<file path="config.mk">
export PLATFORM = sky130hd
export DESIGN_NAME = demux2_64bit_stream
export DESIGN_NICKNAME = d
export VERILOG_FILES = /design/src/rtl/demux2_64bit_stream_pkg.sv /design/src/rtl/demux2_64bit_stream_chan_fifo.sv /design/src/rtl/demux2_64bit_stream.sv
export SDC_FILE = /design/constraint.sdc
export NUM_CORES = 1
export LEC_CHECK = 0
export BUFFER_PORTS_ARGS = -buffer_cell sky130_fd_sc_hd__clkbuf_2
export CAP_MARGIN = 10
export CORE_ASPECT_RATIO = 1.5
export CORE_UTILIZATION = 45
export DETAILED_ROUTE_END_ITERATION = 8
export MAX_ROUTING_LAYER = met4
export PLACE_DENSITY = 0.71
export SYNTH_ARGS = -nofsm -noshare
export SYNTH_HDL_FRONTEND = slang
export SYNTH_SLANG_ARGS = --single-unit
</file>
<file path="constraint.sdc">
create_clock -name clk -period 2.65 [get_ports clk]
set_input_delay 0.265 -clock clk [delete_from_list [all_inputs] [get_ports clk]]
set_output_delay 0.265 -clock clk [all_outputs]
set_load 0.005 [all_outputs]
</file>
<file path="src/rtl/demux2_64bit_stream_pkg.sv">
// Shared widths, depths and occupancy-state encoding for the two-way 64-bit stream demux.
// The channel FIFO and the top both import this package.
package demux2_64bit_stream_pkg;

    localparam int DATA_W_DEF = 64;
    localparam int DEPTH_DEF  = 2;
    localparam int CNT_W      = 8;

    typedef enum logic [1:0] {
        OCC_EMPTY   = 2'd0,
        OCC_PARTIAL = 2'd1,
        OCC_FULL    = 2'd2
    } occ_state_e;

    typedef struct packed {
        occ_state_e ch1;
        occ_state_e ch0;
    } dbg_state_t;

    function automatic occ_state_e occ_to_state(input int occ, input int depth);
        if (occ == 0) return OCC_EMPTY;
        if (occ >= depth) return OCC_FULL;
        return OCC_PARTIAL;
    endfunction

endpackage

</file>
<file path="src/rtl/demux2_64bit_stream_chan_fifo.sv">
// chan_fifo: DATA_W x DEPTH synchronous FIFO with a registered head word, so the head
// field keeps showing the last entry after the channel drains.
module chan_fifo
    import demux2_64bit_stream_pkg::*;
#(
    parameter int DATA_W = DATA_W_DEF,
    parameter int DEPTH  = DEPTH_DEF,
    parameter int OCC_W  = $clog2(DEPTH + 1)
) (
    input  logic              clk,
    input  logic              rst_n,
    input  logic              push,
    input  logic [DATA_W-1:0] din,
    input  logic              pop,
    output logic [DATA_W-1:0] head,
    output logic              valid,
    output logic              full,
    output logic [OCC_W-1:0]  occ,
    output occ_state_e        state
);

    localparam int PTR_W = (DEPTH > 1) ? $clog2(DEPTH) : 1;
    localparam logic [PTR_W-1:0] LAST_PTR = PTR_W'(DEPTH - 1);

    logic [DATA_W-1:0] mem   [DEPTH];
    logic [DATA_W-1:0] mem_n [DEPTH];
    logic [PTR_W-1:0]  wr_ptr, rd_ptr, wr_n, rd_n;
    logic [OCC_W-1:0]  occ_n;
    logic [DATA_W-1:0] head_n;
    logic              push_ok, pop_ok;

    function automatic logic [PTR_W-1:0] ptr_inc(input logic [PTR_W-1:0] p);
        return (p == LAST_PTR) ? '0 : p + PTR_W'(1);
    endfunction

    // Guard against illegal requests so occupancy can never over- or underflow.
    assign push_ok = push && (state != OCC_FULL);
    assign pop_ok  = pop && valid;
    assign full    = (state == OCC_FULL);

    always_comb begin
        mem_n = mem;
        if (push_ok) mem_n[wr_ptr] = din;
        wr_n  = push_ok ? ptr_inc(wr_ptr) : wr_ptr;
        rd_n  = pop_ok ? ptr_inc(rd_ptr) : rd_ptr;
        occ_n = occ;
        if (push_ok && !pop_ok) occ_n = occ + OCC_W'(1);
        else if (!push_ok && pop_ok) occ_n = occ - OCC_W'(1);
        // Look ahead through this cycle's write so a push into an empty slot lands at the head.
        head_n = (occ_n != '0) ? mem_n[rd_n] : head;
    end

    always_ff @(posedge clk) begin
        if (push_ok) mem[wr_ptr] <= din;
    end

    always_ff @(posedge clk) begin
        if (!rst_n) begin
            wr_ptr <= '0;
            rd_ptr <= '0;
            occ    <= '0;
            state  <= OCC_EMPTY;
            valid  <= 1'b0;
            head   <= '0;
        end else begin
            wr_ptr <= wr_n;
            rd_ptr <= rd_n;
            occ    <= occ_n;
            state  <= occ_to_state(int'(occ_n), DEPTH);
            valid  <= (occ_n != '0);
            head   <= head_n;
        end
    end

endmodule

</file>
<file path="src/rtl/demux2_64bit_stream.sv">
// Routes one input word stream to two buffered output channels chosen by in_sel.
// Input stalls whenever the selected channel is full, even if the other has room.
module demux2_64bit_stream
    import demux2_64bit_stream_pkg::*;
#(
    parameter int DATA_W = DATA_W_DEF,
    parameter int DEPTH  = DEPTH_DEF
) (
    input  logic                clk,
    input  logic                rst_n,
    input  logic [DATA_W-1:0]   in_data,
    input  logic                in_sel,
    input  logic                in_valid,
    output logic                in_ready,
    output logic [2*DATA_W-1:0] out_data,
    output logic [1:0]          out_valid,
    input  logic [1:0]          out_ready,
    output logic [1:0]          occ0,
    output logic [1:0]          occ1,
    output logic [CNT_W-1:0]    acc0,
    output logic [CNT_W-1:0]    acc1,
    output dbg_state_t          dbg_state
);

    localparam int OCC_W = $clog2(DEPTH + 1);

    logic              full0, full1;
    logic              push0, push1, pop0, pop1;
    logic [OCC_W-1:0]  occ0_w, occ1_w;
    logic [DATA_W-1:0] head0, head1;
    occ_state_e        st0, st1;

    // Valid/ready: a word moves on a rising edge when valid and ready are both high;
    // in_ready depends only on in_sel and registered occupancy, never on out_ready.
    assign in_ready = in_sel ? !full1 : !full0;
    assign push0    = in_valid && in_ready && !in_sel;
    assign push1    = in_valid && in_ready && in_sel;
    assign pop0     = out_valid[0] && out_ready[0];
    assign pop1     = out_valid[1] && out_ready[1];

    chan_fifo #(.DATA_W(DATA_W), .DEPTH(DEPTH), .OCC_W(OCC_W)) u_chan0 (
        .clk   (clk),
        .rst_n (rst_n),
        .push  (push0),
        .din   (in_data),
        .pop   (pop0),
        .head  (head0),
        .valid (out_valid[0]),
        .full  (full0),
        .occ   (occ0_w),
        .state (st0)
    );

    chan_fifo #(.DATA_W(DATA_W), .DEPTH(DEPTH), .OCC_W(OCC_W)) u_chan1 (
        .clk   (clk),
        .rst_n (rst_n),
        .push  (push1),
        .din   (in_data),
        .pop   (pop1),
        .head  (head1),
        .valid (out_valid[1]),
        .full  (full1),
        .occ   (occ1_w),
        .state (st1)
    );

    assign out_data      = {head1, head0};
    assign occ0          = 2'(occ0_w);
    assign occ1          = 2'(occ1_w);
    assign dbg_state.ch0 = st0;
    assign dbg_state.ch1 = st1;

    always_ff @(posedge clk) begin
        if (!rst_n) begin
            acc0 <= '0;
            acc1 <= '0;
        end else begin
            if (push0) acc0 <= acc0 + CNT_W'(1);
            if (push1) acc1 <= acc1 + CNT_W'(1);
        end
    end

endmodule

</file>
# Yosys cells after proc, flatten, opt, wreduce, memory -nomap -nowiden

Index checks and enable logic that the tools add are counted.
W data, S select, Z words.

Muxes and demuxes: 43
Bitwise gates (word level): 4
Reductions and logical operators: 26
$add $sub $neg: 10
Order comparisons: 8
Equal/unequal tests: 4

Operator list:

| cell                  | count |
|---|---|
| $mux W64              | 8 |
| $bwmux W128           | 2 |
| $mux W128             | 2 |
| $demux W64 S1         | 2 |
| $mux W2               | 12 |
| $mux W1               | 17 |
| $add A8 B1 Y8 const B | 2 |
| $logic_and A1 B1 Y1   | 15 |
| $ge A2 B2 Y1 const B  | 6 |
| $not A1 Y2            | 4 |
| $logic_not A1 Y1      | 7 |
| $add A1 B1 Y1 const B | 4 |
| $add A2 B1 Y2 const B | 2 |
| $eq A2 B2 Y1 const B  | 2 |
| $logic_not A2 Y1      | 2 |
| $lt A2 B1 Y1 const B  | 2 |
| $ne A2 B2 Y1 const B  | 2 |
| $reduce_bool A2 Y1    | 2 |
| $sub A2 B1 Y2 const B | 2 |

Output and inout port bits: 155
Flip-flop bits (word level): 414
Word-level logic and storage cells: 113

# Longest topological paths before layout

Depth after elaboration: 17
Gate-level depth with buffers: 8
Mapped depth without buffers: 5

# By module

Synthesis repeated with hierarchy kept, for this count alone.

Cell total of the unflattened synthesis: 1,129
Area, all modules: 15,531.1 sq um

Modules (own cells, without submodules):

| module              | cells each | area an instance (sq um) | times used | sequential area each (sq um) |
|---|---|---|---|---|
| chan_fifo (u_chan1) | 522        | 7,415.9                  | 1          | 3,983.8 |
| chan_fifo (u_chan0) | 522        | 7,364.6                  | 1          | 3,983.8 |
| demux2_64bit_stream | 85         | 750.7                    | 1          | 320.3 |

# Worst setup path after synthesis

OpenSTA, ideal clock, no wires.

Kind: register to register
Start point: register u_chan0.state[0]
End point: register u_chan0.head[55]
Period minus slack after synthesis: 1.987 ns
Cell stages (with the launch flop): 7
Path buffers: 1
Data arrival time: 1.869 ns
Slack: 0.663 ns
Data required time: 2.533 ns
Cell sequence: dfxtp_1 > and2b_1 > nor3_4 > buf_2 > mux2_2 > nand2b_1 > a32o_1

RTL lines:

| element                | RTL line                            | source |
|---|---|---|
| start, declared        | demux2_64bit_stream_chan_fifo.sv:19 | `output occ_state_e state` |
| start signal, assigned | demux2_64bit_stream_chan_fifo.sv:69 | `state <= occ_to_state(int'(occ_n), DEPTH);` |
| end signal, assigned   | demux2_64bit_stream_chan_fifo.sv:71 | `head <= head_n;` |
| end, declared          | demux2_64bit_stream_chan_fifo.sv:15 | `output logic [DATA_W-1:0] head,` |

# Worst setup path in the final report

Start point: register u_chan1.state[1]
End point: register u_chan1.head[30]

Longest elaborated chain between the ends: 11
Elaborated cells between the ends (all ways): 17

RTL lines:

| element                          | RTL line                            | source |
|---|---|---|
| start, declared                  | demux2_64bit_stream_chan_fifo.sv:19 |  |
| start signal, assigned           | demux2_64bit_stream_chan_fifo.sv:69 |  |
| $eq A2 B2 Y1                     | demux2_64bit_stream_chan_fifo.sv:39 | `assign full = (state == OCC_FULL);` |
| $logic_not A1 Y1                 | demux2_64bit_stream.sv:35           | `assign in_ready = in_sel ? !full1 : !full0;` |
| $mux W1                          | demux2_64bit_stream.sv:35           |  |
| $logic_and A1 B1 Y1 (2 in a row) | demux2_64bit_stream.sv:37           | `assign push1 = in_valid && in_ready && in_sel;` |
| $logic_and A1 B1 Y1 (*)          | demux2_64bit_stream_chan_fifo.sv:37 | `assign push_ok = push && (state != OCC_FULL);` |
| $logic_not A1 Y1                 | demux2_64bit_stream_chan_fifo.sv:48 | `else if (!push_ok && pop_ok) occ_n = occ - OCC_W'(1);` |
| $logic_and A1 B1 Y1              | demux2_64bit_stream_chan_fifo.sv:48 |  |
| $mux W2                          | demux2_64bit_stream_chan_fifo.sv:48 |  |
| $mux W2                          | demux2_64bit_stream_chan_fifo.sv:47 | `if (push_ok && !pop_ok) occ_n = occ + OCC_W'(1);` |
| $reduce_bool A2 Y1               | demux2_64bit_stream_chan_fifo.sv:50 | `head_n = (occ_n != '0) ? mem_n[rd_n] : head;` |
| end signal, assigned             | demux2_64bit_stream_chan_fifo.sv:71 |  |
| end, declared                    | demux2_64bit_stream_chan_fifo.sv:15 |  |

Every way passes the cells marked *; elsewhere a longest branch is shown, timed or not. The select of a mux whose other input is x is not followed.
A chain may end at the register's enable or synchronous reset.

==> metrics.txt <==
IO Count=225; Detailed Place HPWL=22.3 mm; vias in the first global route=10565; Worst-Skew Late Latency=0.54 ns; Ys Warns=0; share of cells above drive strength 1=33.2%; Final setup viols=0; Slowest cell on crit path=nor2b_1; CORE AREA=33400 µm²; Crit. End Element=flip-flop; RSZ-0062 raised after global routing=no; nets=1569; CTS Hold Bufs=36; Total GRT Usage=21.4%; DR WL/cell=18.6 µm; Worst slew margin=21.2%; Synth Instances=1258; Post-synth EDFFs=0; routed vias=10328; Hold WC Path Type=input port to flip-flop; drt drc=18; period utilization=85.4%; post-CTS sizing=0; largest stage delay on the critical path=0.45 ns; Worst Max-Slew Pin Slew=1.18 ns; post-synthesis sequential area ratio=54.3%; clock sink count=414; Tmin final=2.26 ns; Setup crit start kind=flip-flop; CP cell instances=nor2b_1 -> o21ai_1 -> a311oi_1 -> and2_2 -> buf_12 -> a32o_1; Max Freq=442 MHz; Max VDD drop=0.645 mV; Chip Width=152 µm; global-route wire length before repair=56.7 mm; Final TNS setup=0 ns; area grow syn2layout=21.7%; most frequent cells in the layout=dfxtp_1 (414), nand2b_1 (259), clkbuf_2 (224); Cell variety after synth=37; clk buf depth=3; most common cell after layout, fill and taps aside=dfxtp_1; TritonCTS clock tree=done; post-route ant nets=0; clock root buffer=clkbuf_16; Mapped Nets=1330; Post-synth top flop=dfxtp_1; max cap viols=0; Port Buffers=224; Mapped Area=15300 µm²; DRT iter0 DRCs=523; gpl congestion=0.795; Worst Clk Skew=0.0230 ns; initial antenna violation count=0; Initial Utilization=45.6%; gr ovfl total=0; Vias/cell=5.31; Tot Pwr=20.3 mW; crit-path max FO=36; Worst-path clk slew=0.06 ns; Post-Route WL=36.1 mm; Hold Fails Final Rpt=0; total CTS buffers=40; die area=34700 µm²; dpl ws=0.396 ns; Leak Pwr=7.61 nW; H-Tree Depth=2; Syn Area/Cell=12.1 µm²; Pre-antenna DRT Iters=8; Worst EP arrival=2.74 ns; largest net degree at the start of global routing=66; PnR worst setup slack=0.387 ns; failing checks=DRC; Die H=228 µm; Post-synth ARST share=0%; status=finished with violations; Final Max Tran Viols=0; Worst Path Required=3.13 ns; power per standard cell area=1100 nW/µm²; #FFs+latches synth=414; fin util=55.5%; row cnt=82; Post-CTS Repair Setup Buffers=0; n_diodes=0; Crit Path Class=flip-flop to flip-flop
[flip-flops by register name (all words and copies together), names as in the netlist]
name / flops
u_chan0.occ: 2
u_chan1.occ: 2
acc0: 8
u_chan1.rd_ptr: 1
u_chan0.head: 64
acc1: 8
u_chan1.mem: 128
u_chan1.valid: 1
u_chan1.wr_ptr: 1
u_chan0.rd_ptr: 1
u_chan0.mem: 128
u_chan0.wr_ptr: 1
u_chan1.head: 64
u_chan0.state: 2
u_chan0.valid: 1
u_chan1.state: 2
[worst paths after layout]
path,startpoint,end,slack [ns],cells past startpoint
worst min-delay path,in_data[52],u_chan0.mem[52],0.02,2
worst min register to register,u_chan0.mem[31],u_chan0.mem[31],0.46,1
worst max register to register,u_chan1.state[1],u_chan1.head[30],0.39,6
worst max-delay path,u_chan1.state[1],u_chan1.head[30],0.39,6
[layout make-up]
| class | instances | area (µm²) |
|---|---|---|
| clock inverter | 12 | 151 |
| fill | 2874 | 14900 |
| tap | 420 | 526 |
| sequential | 414 | 8290 |
| timing repair buffer | 279 | 1790 |
| inverter | 3 | 11.3 |
| clock buffer | 59 | 1180 |
| multi-input combinational | 759 | 6620 |
[metrics by stage]
| step | area (µm²) | instances | hold slack, ns |
|---|---|---|---|
| after floorplan | 15300 | 1258 | 0.387 |
| after global placement | 16900 | 1839 | 0.437 |
| after detailed placement | 16900 | 1839 | 0.442 |
| after CTS | 18600 | 1946 | 0.0000934 |
| after global routing | 18600 | 1946 | 0.0103 |
| final | 18600 | 1946 | 0.0191 |
[kinds of logic after synthesis]
kind of cell    synth area share (%)
fa+ha+maj                      0.164
mux                             19.2
flops                           54.3
xor+xnor                        1.38
simple gates                    13.3
buf+inv                         2.59
compound gates                  9.04
[synthesized netlist by cell type (2+ instances only)]
| library cell | n | area (µm²) |
|---|---|---|
| xnor2_1 | 13 | 114 |
| nand3_2 | 2 | 20.0 |
| nand4_1 | 4 | 25.0 |
| and3_1 | 2 | 12.5 |
| nand2b_1 | 259 | 1620 |
| a21oi_1 | 2 | 10.0 |
| nor3_1 | 2 | 10.0 |
| mux2_1 | 73 | 822 |
| ha_1 | 2 | 25.0 |
| nor4_1 | 2 | 12.5 |
| nor2_1 | 30 | 113 |
| nand3_1 | 9 | 45.0 |
| xor2_1 | 11 | 96.3 |
| o21ai_1 | 2 | 10.0 |
| buf_4 | 9 | 67.6 |
| clkbuf_1 | 39 | 146 |
| a32o_1 | 128 | 1280 |
| nor3_4 | 2 | 32.5 |
| dfxtp_1 | 414 | 8290 |
| mux2_2 | 184 | 2070 |
| mux2i_1 | 4 | 40.0 |
| inv_1 | 2 | 7.51 |
| o32ai_1 | 2 | 17.5 |
| nand2_1 | 8 | 30.0 |
| and2_1 | 8 | 50.1 |
| buf_2 | 34 | 170 |
[metal layers]
layer  track usage, %  wire length [µm]  vias up
met2             39.9             19200      204
li1                 -                 -     4961
met5                -                 0        -
met3             4.17              1660       59
met1             22.3             14300     5104
met4             7.74               967        0
[critical path: cells and delay by family, from the launching register on]
family          cells  cell delay (ns)
compound gates      3             0.86
buf+inv             1             0.22
flops               1             0.35
simple gates        2             0.74
[power by group]
group	internal (mW)	total, mW	leakage (nW)	switching, mW
registers	8.45	9.20	3.46	0.751
logic	2.89	5.36	3.50	2.48
clock network	3.40	5.77	0.658	2.37
No activity file was read; power rests on OpenSTA's default activity.
